### src/rtl/pipe_hazard_ctrl_pkg.sv
// Shared core definitions: datapath width, decoder opcodes, pipe-controller states.
// Pure declarations, no logic.
// Optional perf counters in the controller are enabled with PIPE_CTRL_PERF_EN.
package pipe_hazard_ctrl_pkg;

  localparam int cXLEN    = 32;
  localparam int cRegIdxW = 5;

  // Decoder operation classes; only the values the controller cares about are fixed here.
  typedef enum logic [3:0] {
    eNOOP   = 4'd0,
    eOpAlu  = 4'd1,
    eOpLoad = 4'd2,
    eOpStor = 4'd3,
    eOpBrch = 4'd4
  } eOpType;

  typedef enum logic [1:0] {
    eRun     = 2'd0,
    eLdStall = 2'd1,
    eMemWait = 2'd2,
    eFlush   = 2'd3
  } ePipeState;

endpackage

### src/rtl/pipe_hazard_ctrl_if.sv
// Bundle between the front end (fetch/decode/execute/mem) and the hazard controller.
// slave = controller side, master = pipeline side.
// With PIPE_CTRL_PERF_EN defined the three perf counters are carried here too.
interface pipe_hazard_ctrl_if;
  import pipe_hazard_ctrl_pkg::*;

  logic                iDecValid;
  logic [cRegIdxW-1:0] iDecRs1;
  logic [cRegIdxW-1:0] iDecRs2;
  logic [cRegIdxW-1:0] iDecRd;
  logic                iDecIsLoad;
  logic                iDecRs1En;
  logic                iDecRs2En;
  logic                iBranchTaken;
  logic [cXLEN-1:0]    iBranchTarget;
  logic                iMemBusy;
  logic                oFetchEn;
  logic                oDecEn;
  logic                oBubble;
  logic                oFlushPipe;
  logic                oPcLoad;
  logic [cXLEN-1:0]    oPcTarget;
`ifdef PIPE_CTRL_PERF_EN
  logic [31:0]         oStallCnt;
  logic [31:0]         oFlushCnt;
  logic [31:0]         oFreezeCnt;

  modport slave (
    input  iDecValid, iDecRs1, iDecRs2, iDecRd, iDecIsLoad, iDecRs1En, iDecRs2En,
           iBranchTaken, iBranchTarget, iMemBusy,
    output oFetchEn, oDecEn, oBubble, oFlushPipe, oPcLoad, oPcTarget,
           oStallCnt, oFlushCnt, oFreezeCnt
  );
  modport master (
    output iDecValid, iDecRs1, iDecRs2, iDecRd, iDecIsLoad, iDecRs1En, iDecRs2En,
           iBranchTaken, iBranchTarget, iMemBusy,
    input  oFetchEn, oDecEn, oBubble, oFlushPipe, oPcLoad, oPcTarget,
           oStallCnt, oFlushCnt, oFreezeCnt
  );
`else
  modport slave (
    input  iDecValid, iDecRs1, iDecRs2, iDecRd, iDecIsLoad, iDecRs1En, iDecRs2En,
           iBranchTaken, iBranchTarget, iMemBusy,
    output oFetchEn, oDecEn, oBubble, oFlushPipe, oPcLoad, oPcTarget
  );
  modport master (
    output iDecValid, iDecRs1, iDecRs2, iDecRd, iDecIsLoad, iDecRs1En, iDecRs2En,
           iBranchTaken, iBranchTarget, iMemBusy,
    input  oFetchEn, oDecEn, oBubble, oFlushPipe, oPcLoad, oPcTarget
  );
`endif
endinterface

### src/rtl/pipe_hazard_ctrl_hazard_detect.sv
// Load-use comparator: flags a decoded instruction that reads the pending load's rd.
// Latency: combinational, zero cycles.
// No backpressure of its own; x0 as destination never raises a hazard.
module hazard_detect
  import pipe_hazard_ctrl_pkg::*;
(
  input  logic                iDecValid,
  input  logic [cRegIdxW-1:0] iRs1,
  input  logic                iRs1En,
  input  logic [cRegIdxW-1:0] iRs2,
  input  logic                iRs2En,
  input  logic [cRegIdxW-1:0] iLdRd,
  input  logic                iLdPend,
  output logic                oHazard
);

  logic rs1Hit;
  logic rs2Hit;

  assign rs1Hit  = iRs1En && (iRs1 == iLdRd);
  assign rs2Hit  = iRs2En && (iRs2 == iLdRd);
  assign oHazard = iDecValid && iLdPend && (iLdRd != '0) && (rs1Hit || rs2Hit);

endmodule

### src/rtl/pipe_hazard_ctrl.sv
// Front-end sequencer: advance/hold/flush fetch+decode, load-use bubbles, branch redirect.
// Latency: enables/bubble combinational (0 cycles); pc load/target/flush registered (1 cycle).
// Backpressure: iMemBusy freezes the pipe (all enables low); PIPE_CTRL_PERF_EN adds perf counters.
module pipe_hazard_ctrl
  import pipe_hazard_ctrl_pkg::*;
#(
  parameter int cFlushCycles = 2,
  parameter int cLoadStall   = 1
)(
  input logic               iClk,
  input logic               iRst,
  pipe_hazard_ctrl_if.slave bus
);

  localparam logic [1:0] cStRun     = eRun;
  localparam logic [1:0] cStLdStall = eLdStall;
  localparam logic [1:0] cStMemWait = eMemWait;
  localparam logic [1:0] cStFlush   = eFlush;

  localparam int cCntMax = (cFlushCycles > cLoadStall) ? cFlushCycles : cLoadStall;
  localparam int cCntW   = (cCntMax < 2) ? 1 : $clog2(cCntMax);

  logic [1:0]          state, nState;
  logic [1:0]          retState, nRetState;
  logic [1:0]          effState;
  logic [cCntW-1:0]    cnt, nCnt;
  logic                ldPend, nLdPend;
  logic [cRegIdxW-1:0] ldRd, nLdRd;
  logic                pcLoad;
  logic [cXLEN-1:0]    pcTarget;
  logic                flush;
  logic                hazard;
  logic                fetchEn, decEn, bubble;

  hazard_detect u_hazard_detect (
    .iDecValid (bus.iDecValid),
    .iRs1      (bus.iDecRs1),
    .iRs1En    (bus.iDecRs1En),
    .iRs2      (bus.iDecRs2),
    .iRs2En    (bus.iDecRs2En),
    .iLdRd     (ldRd),
    .iLdPend   (ldPend),
    .oHazard   (hazard)
  );

  // MEMWAIT is a parking state: once memory frees up we behave as the interrupted
  // state in that very cycle, so a freeze lasts exactly as long as iMemBusy.
  assign effState = (state == cStMemWait) ? retState : state;

  // Front-end enables and bubble from state plus same-cycle hazard / memory busy.
  always_comb begin
    fetchEn = 1'b0;
    decEn   = 1'b0;
    bubble  = 1'b0;
    if (!iRst) begin
      case (effState)
        cStRun: begin
          if (!bus.iMemBusy) begin
            if (hazard) begin
              bubble = 1'b1;
            end else begin
              fetchEn = 1'b1;
              decEn   = 1'b1;
            end
          end
        end
        cStLdStall: bubble  = !bus.iMemBusy;
        cStFlush:   fetchEn = !pcLoad;  // fetch resumes once the new PC is loaded
        default: ;
      endcase
    end
  end

  // Next state, stall/flush counter and pending-load tracker; branch beats busy beats hazard.
  always_comb begin
    nState    = state;
    nRetState = retState;
    nCnt      = cnt;
    nLdPend   = ldPend;
    nLdRd     = ldRd;
    if (bus.iBranchTaken) begin
      nState  = cStFlush;
      nCnt    = cCntW'(cFlushCycles - 1);
      nLdPend = 1'b0;
    end else begin
      case (effState)
        cStRun: begin
          if (bus.iMemBusy) begin
            nState    = cStMemWait;
            nRetState = cStRun;
          end else if (hazard) begin
            // The hazard cycle is the first bubble; LDSTALL covers the rest.
            if (cLoadStall > 1) begin
              nState = cStLdStall;
              nCnt   = cCntW'(cLoadStall - 1);
            end else begin
              nState  = cStRun;
              nLdPend = 1'b0;
            end
          end else begin
            // Whatever sat in execute moves on; track a load leaving decode.
            nState  = cStRun;
            nLdPend = bus.iDecValid && decEn && bus.iDecIsLoad;
            nLdRd   = bus.iDecRd;
          end
        end
        cStLdStall: begin
          if (bus.iMemBusy) begin
            nState    = cStMemWait;
            nRetState = cStLdStall;
          end else if (cnt <= cCntW'(1)) begin
            // cnt holds the stall cycles left including this one
            nState  = cStRun;
            nCnt    = '0;
            nLdPend = 1'b0;
          end else begin
            nState = cStLdStall;
            nCnt   = cnt - 1'b1;
          end
        end
        cStFlush: begin
          if (cnt == '0) begin
            nState    = bus.iMemBusy ? cStMemWait : cStRun;
            nRetState = cStRun;
          end else begin
            nCnt = cnt - 1'b1;
          end
        end
        default: nState = cStRun;
      endcase
    end
  end

  // State registers and the registered redirect/flush outputs.
  always_ff @(posedge iClk or posedge iRst) begin
    if (iRst) begin
      state    <= cStRun;
      retState <= cStRun;
      cnt      <= '0;
      ldPend   <= 1'b0;
      ldRd     <= '0;
      pcLoad   <= 1'b0;
      pcTarget <= '0;
      flush    <= 1'b0;
    end else begin
      state    <= nState;
      retState <= nRetState;
      cnt      <= nCnt;
      ldPend   <= nLdPend;
      ldRd     <= nLdRd;
      pcLoad   <= bus.iBranchTaken;
      if (bus.iBranchTaken) begin
        pcTarget <= bus.iBranchTarget;
      end
      flush    <= (nState == cStFlush);
    end
  end

  assign bus.oFetchEn   = fetchEn;
  assign bus.oDecEn     = decEn;
  assign bus.oBubble    = bubble;
  assign bus.oFlushPipe = flush;
  assign bus.oPcLoad    = pcLoad;
  assign bus.oPcTarget  = pcTarget;

`ifdef PIPE_CTRL_PERF_EN
  logic [31:0] stallCnt, flushCnt, freezeCnt;

  // Saturating perf counters: stall cycles, branch events, memory-freeze cycles.
  always_ff @(posedge iClk or posedge iRst) begin
    if (iRst) begin
      stallCnt  <= '0;
      flushCnt  <= '0;
      freezeCnt <= '0;
    end else begin
      if ((state == cStLdStall) && (stallCnt != '1)) stallCnt <= stallCnt + 32'd1;
      if (bus.iBranchTaken && (flushCnt != '1))      flushCnt <= flushCnt + 32'd1;
      if ((state == cStMemWait) && (freezeCnt != '1)) freezeCnt <= freezeCnt + 32'd1;
    end
  end

  assign bus.oStallCnt  = stallCnt;
  assign bus.oFlushCnt  = flushCnt;
  assign bus.oFreezeCnt = freezeCnt;
`endif

endmodule

### src/flat_wrapper.sv
// flat-port wrapper written by rule: the top's interface ports become plain ports
module pipe_hazard_ctrl_flat import pipe_hazard_ctrl_pkg::*;
#(
  parameter int cFlushCycles = 2,
  parameter int cLoadStall   = 1
)
  (iClk, iRst, bus_iDecValid, bus_iDecRs1, bus_iDecRs2, bus_iDecRd, bus_iDecIsLoad, bus_iDecRs1En, bus_iDecRs2En, bus_iBranchTaken, bus_iBranchTarget, bus_iMemBusy, bus_oFetchEn, bus_oDecEn, bus_oBubble, bus_oFlushPipe, bus_oPcLoad, bus_oPcTarget);
  pipe_hazard_ctrl_if bus_i ();
  input logic iClk;
  input logic iRst;
  input wire logic [$bits(bus_i.iDecValid)-1:0] bus_iDecValid;
  input wire logic [$bits(bus_i.iDecRs1)-1:0] bus_iDecRs1;
  input wire logic [$bits(bus_i.iDecRs2)-1:0] bus_iDecRs2;
  input wire logic [$bits(bus_i.iDecRd)-1:0] bus_iDecRd;
  input wire logic [$bits(bus_i.iDecIsLoad)-1:0] bus_iDecIsLoad;
  input wire logic [$bits(bus_i.iDecRs1En)-1:0] bus_iDecRs1En;
  input wire logic [$bits(bus_i.iDecRs2En)-1:0] bus_iDecRs2En;
  input wire logic [$bits(bus_i.iBranchTaken)-1:0] bus_iBranchTaken;
  input wire logic [$bits(bus_i.iBranchTarget)-1:0] bus_iBranchTarget;
  input wire logic [$bits(bus_i.iMemBusy)-1:0] bus_iMemBusy;
  output wire logic [$bits(bus_i.oFetchEn)-1:0] bus_oFetchEn;
  output wire logic [$bits(bus_i.oDecEn)-1:0] bus_oDecEn;
  output wire logic [$bits(bus_i.oBubble)-1:0] bus_oBubble;
  output wire logic [$bits(bus_i.oFlushPipe)-1:0] bus_oFlushPipe;
  output wire logic [$bits(bus_i.oPcLoad)-1:0] bus_oPcLoad;
  output wire logic [$bits(bus_i.oPcTarget)-1:0] bus_oPcTarget;
  assign bus_i.iDecValid = bus_iDecValid;
  assign bus_i.iDecRs1 = bus_iDecRs1;
  assign bus_i.iDecRs2 = bus_iDecRs2;
  assign bus_i.iDecRd = bus_iDecRd;
  assign bus_i.iDecIsLoad = bus_iDecIsLoad;
  assign bus_i.iDecRs1En = bus_iDecRs1En;
  assign bus_i.iDecRs2En = bus_iDecRs2En;
  assign bus_i.iBranchTaken = bus_iBranchTaken;
  assign bus_i.iBranchTarget = bus_iBranchTarget;
  assign bus_i.iMemBusy = bus_iMemBusy;
  assign bus_oFetchEn = bus_i.oFetchEn;
  assign bus_oDecEn = bus_i.oDecEn;
  assign bus_oBubble = bus_i.oBubble;
  assign bus_oFlushPipe = bus_i.oFlushPipe;
  assign bus_oPcLoad = bus_i.oPcLoad;
  assign bus_oPcTarget = bus_i.oPcTarget;
  pipe_hazard_ctrl #(.cFlushCycles(cFlushCycles), .cLoadStall(cLoadStall)) u_core (.iClk(iClk), .iRst(iRst), .bus(bus_i));
endmodule
### config.mk
export PLATFORM = sky130hd
export DESIGN_NAME = pipe_hazard_ctrl_flat
export DESIGN_NICKNAME = d
export VERILOG_FILES = /design/src/rtl/pipe_hazard_ctrl_pkg.sv /design/src/rtl/pipe_hazard_ctrl_if.sv /design/src/rtl/pipe_hazard_ctrl_hazard_detect.sv /design/src/rtl/pipe_hazard_ctrl.sv /design/src/flat_wrapper.sv
export SDC_FILE = /design/constraint.sdc
export NUM_CORES = 1
export LEC_CHECK = 0
export CORE_MARGIN = 5
export CORE_UTILIZATION = 43
export CTS_CLUSTER_SIZE = 8
export DETAILED_ROUTE_END_ITERATION = 6
export HOLD_SLACK_MARGIN = 0.03
export PLACE_DENSITY = 0.84
export SYNTH_ARGS = -nofsm -noshare
export SYNTH_HDL_FRONTEND = slang
export SYNTH_SLANG_ARGS = --single-unit
export TNS_END_PERCENT = 20
### constraint.sdc
create_clock -name iClk -period 6.6 [get_ports iClk]
set_clock_uncertainty 0.05 [all_clocks]
set_input_delay 1.98 -clock iClk [delete_from_list [all_inputs] [get_ports iClk]]
set_output_delay 1.98 -clock iClk [all_outputs]
set_load 0.02 [all_outputs]
### Yosys cells after proc, flatten, opt, wreduce, memory -nomap -nowiden

Cells that the tools add are included.

* register bits after elaboration: 45
* input port bits: 55
* output and inout port bits: 37
* logic and storage cells: 76

* reductions and logical operators: 19
* equal/unequal tests: 12
* $add $sub $neg: 1
* $lt $le $gt $ge: 1
* muxes and demuxes: 32
* bitwise operators: 3

Operator list (count)
* $mux 1: 18
* $mux 2: 8
* $pmux 2 s3: 2
* $eq 5x5->1: 2
* $reduce_bool 3->1: 3
* $pmux 1 s2: 4
* $reduce_and 4->1: 2
* $logic_and 1x1->1: 7
* $eq 2x2->1 const B: 3
* $ne 2x2->1 const B: 3
* $ne 3x3->1 const B: 2
* $reduce_and 5->1: 1
* $reduce_bool 5->1: 1
* $ne 3x2->1 const B: 1
* $not 1->1: 3
* $eq 2x1->1 const B: 1
* $logic_not 1->1: 2
* $logic_not 2->1: 1
* $reduce_and 2->1: 1
* $le 1x1->1 const B: 1
* $logic_or 1x1->1: 1
* $sub 1x1->1 const B: 1

### Logic depth before layout (Yosys ltp)

* word-level depth: 14
* depth in mapped cells: 8
* gate-level depth less buffers: 8

### Cells and area by module

From an unflattened synthesis, not the netlist that was laid out.

* cell total of the unflattened synthesis: 147
* area total of the unflattened synthesis: 1965.6 µm²

By module, submodules not included
* pipe_hazard_ctrl: area each 1830.5 µm², cells an instance 130, seq. area each 1101.1 µm², instances 1
* hazard_detect: area each 135.1 µm², cells an instance 17, seq. area each 0.0 µm², instances 1

### Worst setup path after synthesis

OpenSTA, ideal clock, no wires.

* kind: input port to output port
* start point: in iRst
* end point: out bus_oDecEn
* setup slack: 1.281 ns
* data required time: 4.570 ns
* data arrival time: 3.289 ns
* buffers on the path: 0
* stages on the path: 2
* cells stage by stage: inv_1 -> and2_1

* word-level cells in the longest chain between the ends: 1

Ends and longest elaborated chain
* start, declared: line flat_wrapper.sv:10 `input logic iRst;`
* $mux 1: line pipe_hazard_ctrl.sv:55 `if (!iRst) begin`
* end, declared: line flat_wrapper.sv:22 `output wire logic [$bits(bus_i.oDecEn)-1:0] bus_oDecEn;`

No other way between the ends.

### Worst setup path after layout

* start point: in bus_iDecRs1[2]
* end point: out bus_oFetchEn

* word-level cells in the longest chain between the ends: 8

Ends and longest elaborated chain
* start, declared: line flat_wrapper.sv:12 `input wire logic [$bits(bus_i.iDecRs1)-1:0] bus_iDecRs1;`
* $eq 5x5->1: line pipe_hazard_ctrl_hazard_detect.sv:20 `assign rs1Hit = iRs1En && (iRs1 == iLdRd);`
* $logic_and 1x1->1: line pipe_hazard_ctrl_hazard_detect.sv:20
* $logic_or 1x1->1: line pipe_hazard_ctrl_hazard_detect.sv:22 `assign oHazard = iDecValid && iLdPend && (iLdRd != '0) && (rs1Hit || rs2Hit);`
* $logic_and 1x1->1: line pipe_hazard_ctrl_hazard_detect.sv:22
* $mux 1: line pipe_hazard_ctrl.sv:59 `if (hazard) begin`
* $mux 1: line pipe_hazard_ctrl.sv:58 `if (!bus.iMemBusy) begin`
* $pmux 1 s2: line pipe_hazard_ctrl.sv:56 `case (effState)`
* $mux 1: line pipe_hazard_ctrl.sv:55
* end, declared: line flat_wrapper.sv:21 `output wire logic [$bits(bus_i.oFetchEn)-1:0] bus_oFetchEn;`

No other way between the ends.

==> parameters.txt <==
Parameter                              Value

Worst setup path
  Internal reg-to-reg setup slack    about 4.5 ns
  Sort of element at the end of the critical path    output port
  Reg-to-reg endpoint    u_core.ldRd[4]
  Data arrival at the endpoint of the critical path    just under 4 ns
  Kind of launch point of the worst setup path    input port
  Launch point of the worst path    bus_iDecRs1[2]
  Critical path fanouts, max    3
  Required time of the worst setup path    4.57 ns
  Critical R2R Launch    u_core.ldRd[0]
  Worst Setup Path Type    in -> out
  Reg2Reg Depth    4

CTS
  CTS buffer count    5
  # hold bufs at CTS    0
  Number of instances resized during post-cts repair    0
  Clock tree from TritonCTS    done
  H-tree depth reported by CTS    2
  Clock latency of the later-clocked register in the worst-skew pair    roughly 0.29 ns
  Post-CTS Repair Setup Buffers    0
  Clock transition at the registers of the reported paths    ~0.080 ns
  Maximum number of buffers from clock root to sink    2
  Buffer cell driving the clock tree root    sky130_fd_sc_hd__clkbuf_8
  Clock sinks    44

STA
  Final TNS setup    0 ns
  Maximum frequency from static timing analysis    166.7 MHz
  Crit path time final    approximately 6.0 ns
  Relative slew margins    0.4026
  Worst-Margin Slew    0.8960 ns
  Number of failing setup endpoints in the final timing report    0
  Slew Limit Fails    0
  Tcrit/Tclk final    0.9092
  Final hold violation count    0
  Setup repair after global routing missed its margin    false

Die
  Die Height    slightly below 80 microns
  Num ports    92
  Placement Rows    24
  Initial standard-cell utilization of the core    0.4420
  Area enclosed by the die boundary    between 0.005 and 0.006 sq mm
  Width of the chip    76.90 microns
  Core area    around 0.0044 sq mm

Drt
  1st-pass router iterations    4
  Antenna viol nets, final    0
  Initial DRC count    84
  Routed WL per cell    roughly 16 microns
  DRC violations left    0
  WL final    4618 microns
  Total number of vias    1,430
  Routed vias/inst    between 4 and 5

Synth
  Most area-hungry cell type in the Yosys netlist    sky130_fd_sc_hd__dfrtp_1
  Sequential fraction of the synthesis area    0.5722
  Synth Instances    140
  Share of Yosys cell area claimed by the top area cell type    0.5722
  Count of synthesis-stage warnings from yosys    0
  Flop and latch count out of synthesis    44
  Unique cell type count in the Yosys netlist    28
  Post-synthesis instance area    approximately 0.0019 sq mm
  Post-synthesis net count    199
  Average cell area after synthesis    roughly 14 sq um
  Leading cell types by total area after synthesis    sky130_fd_sc_hd__dfrtp_1 (57%), sky130_fd_sc_hd__mux2_2 (19%), sky130_fd_sc_hd__xnor2_1 (4.6%)

Power
  Leakage power of the design    roughly 1.2 nW
  Power per cell area    261.6 mW/mm^2
  Highest ir drop seen on vdd    around 0.00013 V

Cells and area
  Antenna Diode Count    0
  Area of all placed cells without fillers    approximately 0.003 sq mm
  Final layout net count    roughly 290
  Leading cell types in the layout, fill and taps excluded    sky130_fd_sc_hd__clkdlybuf4s50_1 (90), sky130_fd_sc_hd__dfrtp_1 (44), sky130_fd_sc_hd__mux2_2 (33)
  Most common library cell in the layout ignoring fill and taps    sky130_fd_sc_hd__clkdlybuf4s50_1
  Area Growth Syn to Fin    55.85%
  Fraction of layout instances using a drive strength above 1    0.1992

GRT
  Number of antenna violations at the first check in global routing    0
  Maximum number of pins on one net before global-route repair    46
  Vias in the first global route    between 1,500 and 2,000
  Overflow after GRT    0
  Global router's overall resource usage    0.1595
  Wire length of the first global-routing pass    between 7000 and 8000 microns

Placement
  DP Wirelength    ~3500 microns
  Count of buffers from port buffering    between 90 and 100
  Routability cong.    a little over 0.8
  Placed Instance Area    between 0.002 and 0.003 sq mm

Hold path
  Endpoint, Worst Hold    u_core.bus.oPcTarget[15]
  Count of cells along the worst hold path    1
  Launch point of the worst hold path    u_core.bus.oPcTarget[15]
  Class of the worst hold path    reg -> reg

Job
  Count of max-cap constraint violations    0

Run status
  Status    finished clean
-- state kept, by name (all words and copies together), names as in the netlist --
register	count
u_core.state	2
u_core.bus.oFlushPipe	1
u_core.ldRd	5
u_core.ldPend	1
u_core.bus.oPcTarget	32
u_core.bus.oPcLoad	1
u_core.cnt	1
u_core.retState	1
-- area by class of cell --
| type | instances | area, sq um |
|---|---|---|
| fillers | 329 | 1355 |
| clock buffers | 5 | 68.82 |
| inverters | 5 | 18.77 |
| clock inverters | 3 | 42.54 |
| repair buffers | 92 | 913.4 |
| multi-input cells | 87 | 789.5 |
| well taps | 52 | 65.06 |
| flip-flops and latches | 44 | 1101 |
-- Yosys cell counts --
cell	n
sky130_fd_sc_hd__nand4_1	2
sky130_fd_sc_hd__or2_2	1
sky130_fd_sc_hd__a21o_1	1
sky130_fd_sc_hd__nor3_1	1
sky130_fd_sc_hd__buf_1	3
sky130_fd_sc_hd__dfrtp_1	44
sky130_fd_sc_hd__clkbuf_1	1
sky130_fd_sc_hd__ha_1	4
sky130_fd_sc_hd__o22ai_1	1
sky130_fd_sc_hd__xnor2_1	10
sky130_fd_sc_hd__nand2b_1	1
sky130_fd_sc_hd__nand4b_1	1
sky130_fd_sc_hd__mux2_2	33
sky130_fd_sc_hd__nand2_1	6
sky130_fd_sc_hd__or3_1	1
sky130_fd_sc_hd__and2_1	1
sky130_fd_sc_hd__mux2_1	5
sky130_fd_sc_hd__a21oi_1	3
sky130_fd_sc_hd__inv_1	5
sky130_fd_sc_hd__a22o_1	1
sky130_fd_sc_hd__o21a_1	2
sky130_fd_sc_hd__nor2_1	7
sky130_fd_sc_hd__a32oi_1	1
sky130_fd_sc_hd__o311a_4	1
sky130_fd_sc_hd__a211oi_4	1
sky130_fd_sc_hd__a41o_1	1
sky130_fd_sc_hd__a31oi_1	1
sky130_fd_sc_hd__o21ai_0	1
-- critical path: stages --
cell and delay [ns]:
sky130_fd_sc_hd__clkdlybuf4s50_1 0.48, sky130_fd_sc_hd__xnor2_1 0.12, sky130_fd_sc_hd__nand4_1 0.10, sky130_fd_sc_hd__o22ai_1 0.35
sky130_fd_sc_hd__a21oi_1 0.19, sky130_fd_sc_hd__o21a_1 0.22, sky130_fd_sc_hd__clkdlybuf4s50_1 0.53
-- worst max-delay path by stage --
stage	endpoint	slack, ns	depth (start not counted)
6_report	bus_oFetchEn	0.60	7
5_1_grt	bus_oFetchEn	0.48	7
4_1_cts	bus_oFetchEn	0.58	7
3_5_place_dp	bus_oFetchEn	0.59	7
3_3_place_gp	bus_oFetchEn	0.63	7
2_1_floorplan	bus_oDecEn	1.28	2
-- power breakdown --
part	switching [W]	total, W	leakage [nW]	internal (W)
registers	0.0000374	0.000349	0.517	0.000312
clock network	0.0000898	0.000202	0.0541	0.000112
logic	0.000100	0.000234	0.664	0.000134
total	0.000227	0.000784	1.23	0.000557
-- cells by family after synthesis --
| group | after synthesis | synth area share |
|---|---|---|
| AO/OA/AOI/OAI | 14 | 0.06437 |
| XOR/XNOR | 10 | 0.04551 |
| adder cells (fa/ha/maj) | 4 | 0.02601 |
| buffers and inverters | 9 | 0.01755 |
| flip-flops | 44 | 0.5722 |
| AND/OR/NAND/NOR | 21 | 0.05202 |
| multiplexers | 38 | 0.2224 |
-- layer usage --
metal  vias to the layer above  track usage  wire length, microns
li1                        677            -                     -
met1                       701       0.2115                  1933
met2                        47       0.2632                  2349
met3                         5      0.03513                   295
met4                         0      0.04196                    40
met5                         -            0                     0
-- through the flow --
stage / setup WS (ns) / instances / total power, W / utilization / hold slack, ns
final: 0.5995 / 288 / 0.0007845 / 0.6888 / 0.4578
after global routing: 0.4764 / 288 / 0.0008285 / 0.6888 / 0.4700
after CTS: 0.5798 / 288 / 0.0007956 / 0.6888 / 0.4631
after detailed placement: 0.5926 / 280 / 0.0005904 / 0.6632 / 0.4445
after global placement: 0.6310 / 280 / 0.0005829 / 0.6632 / 0.4378
after floorplan: 1.281 / 140 / 0.0004822 / - / 0.4296
(Power assumes the default switching activity.)
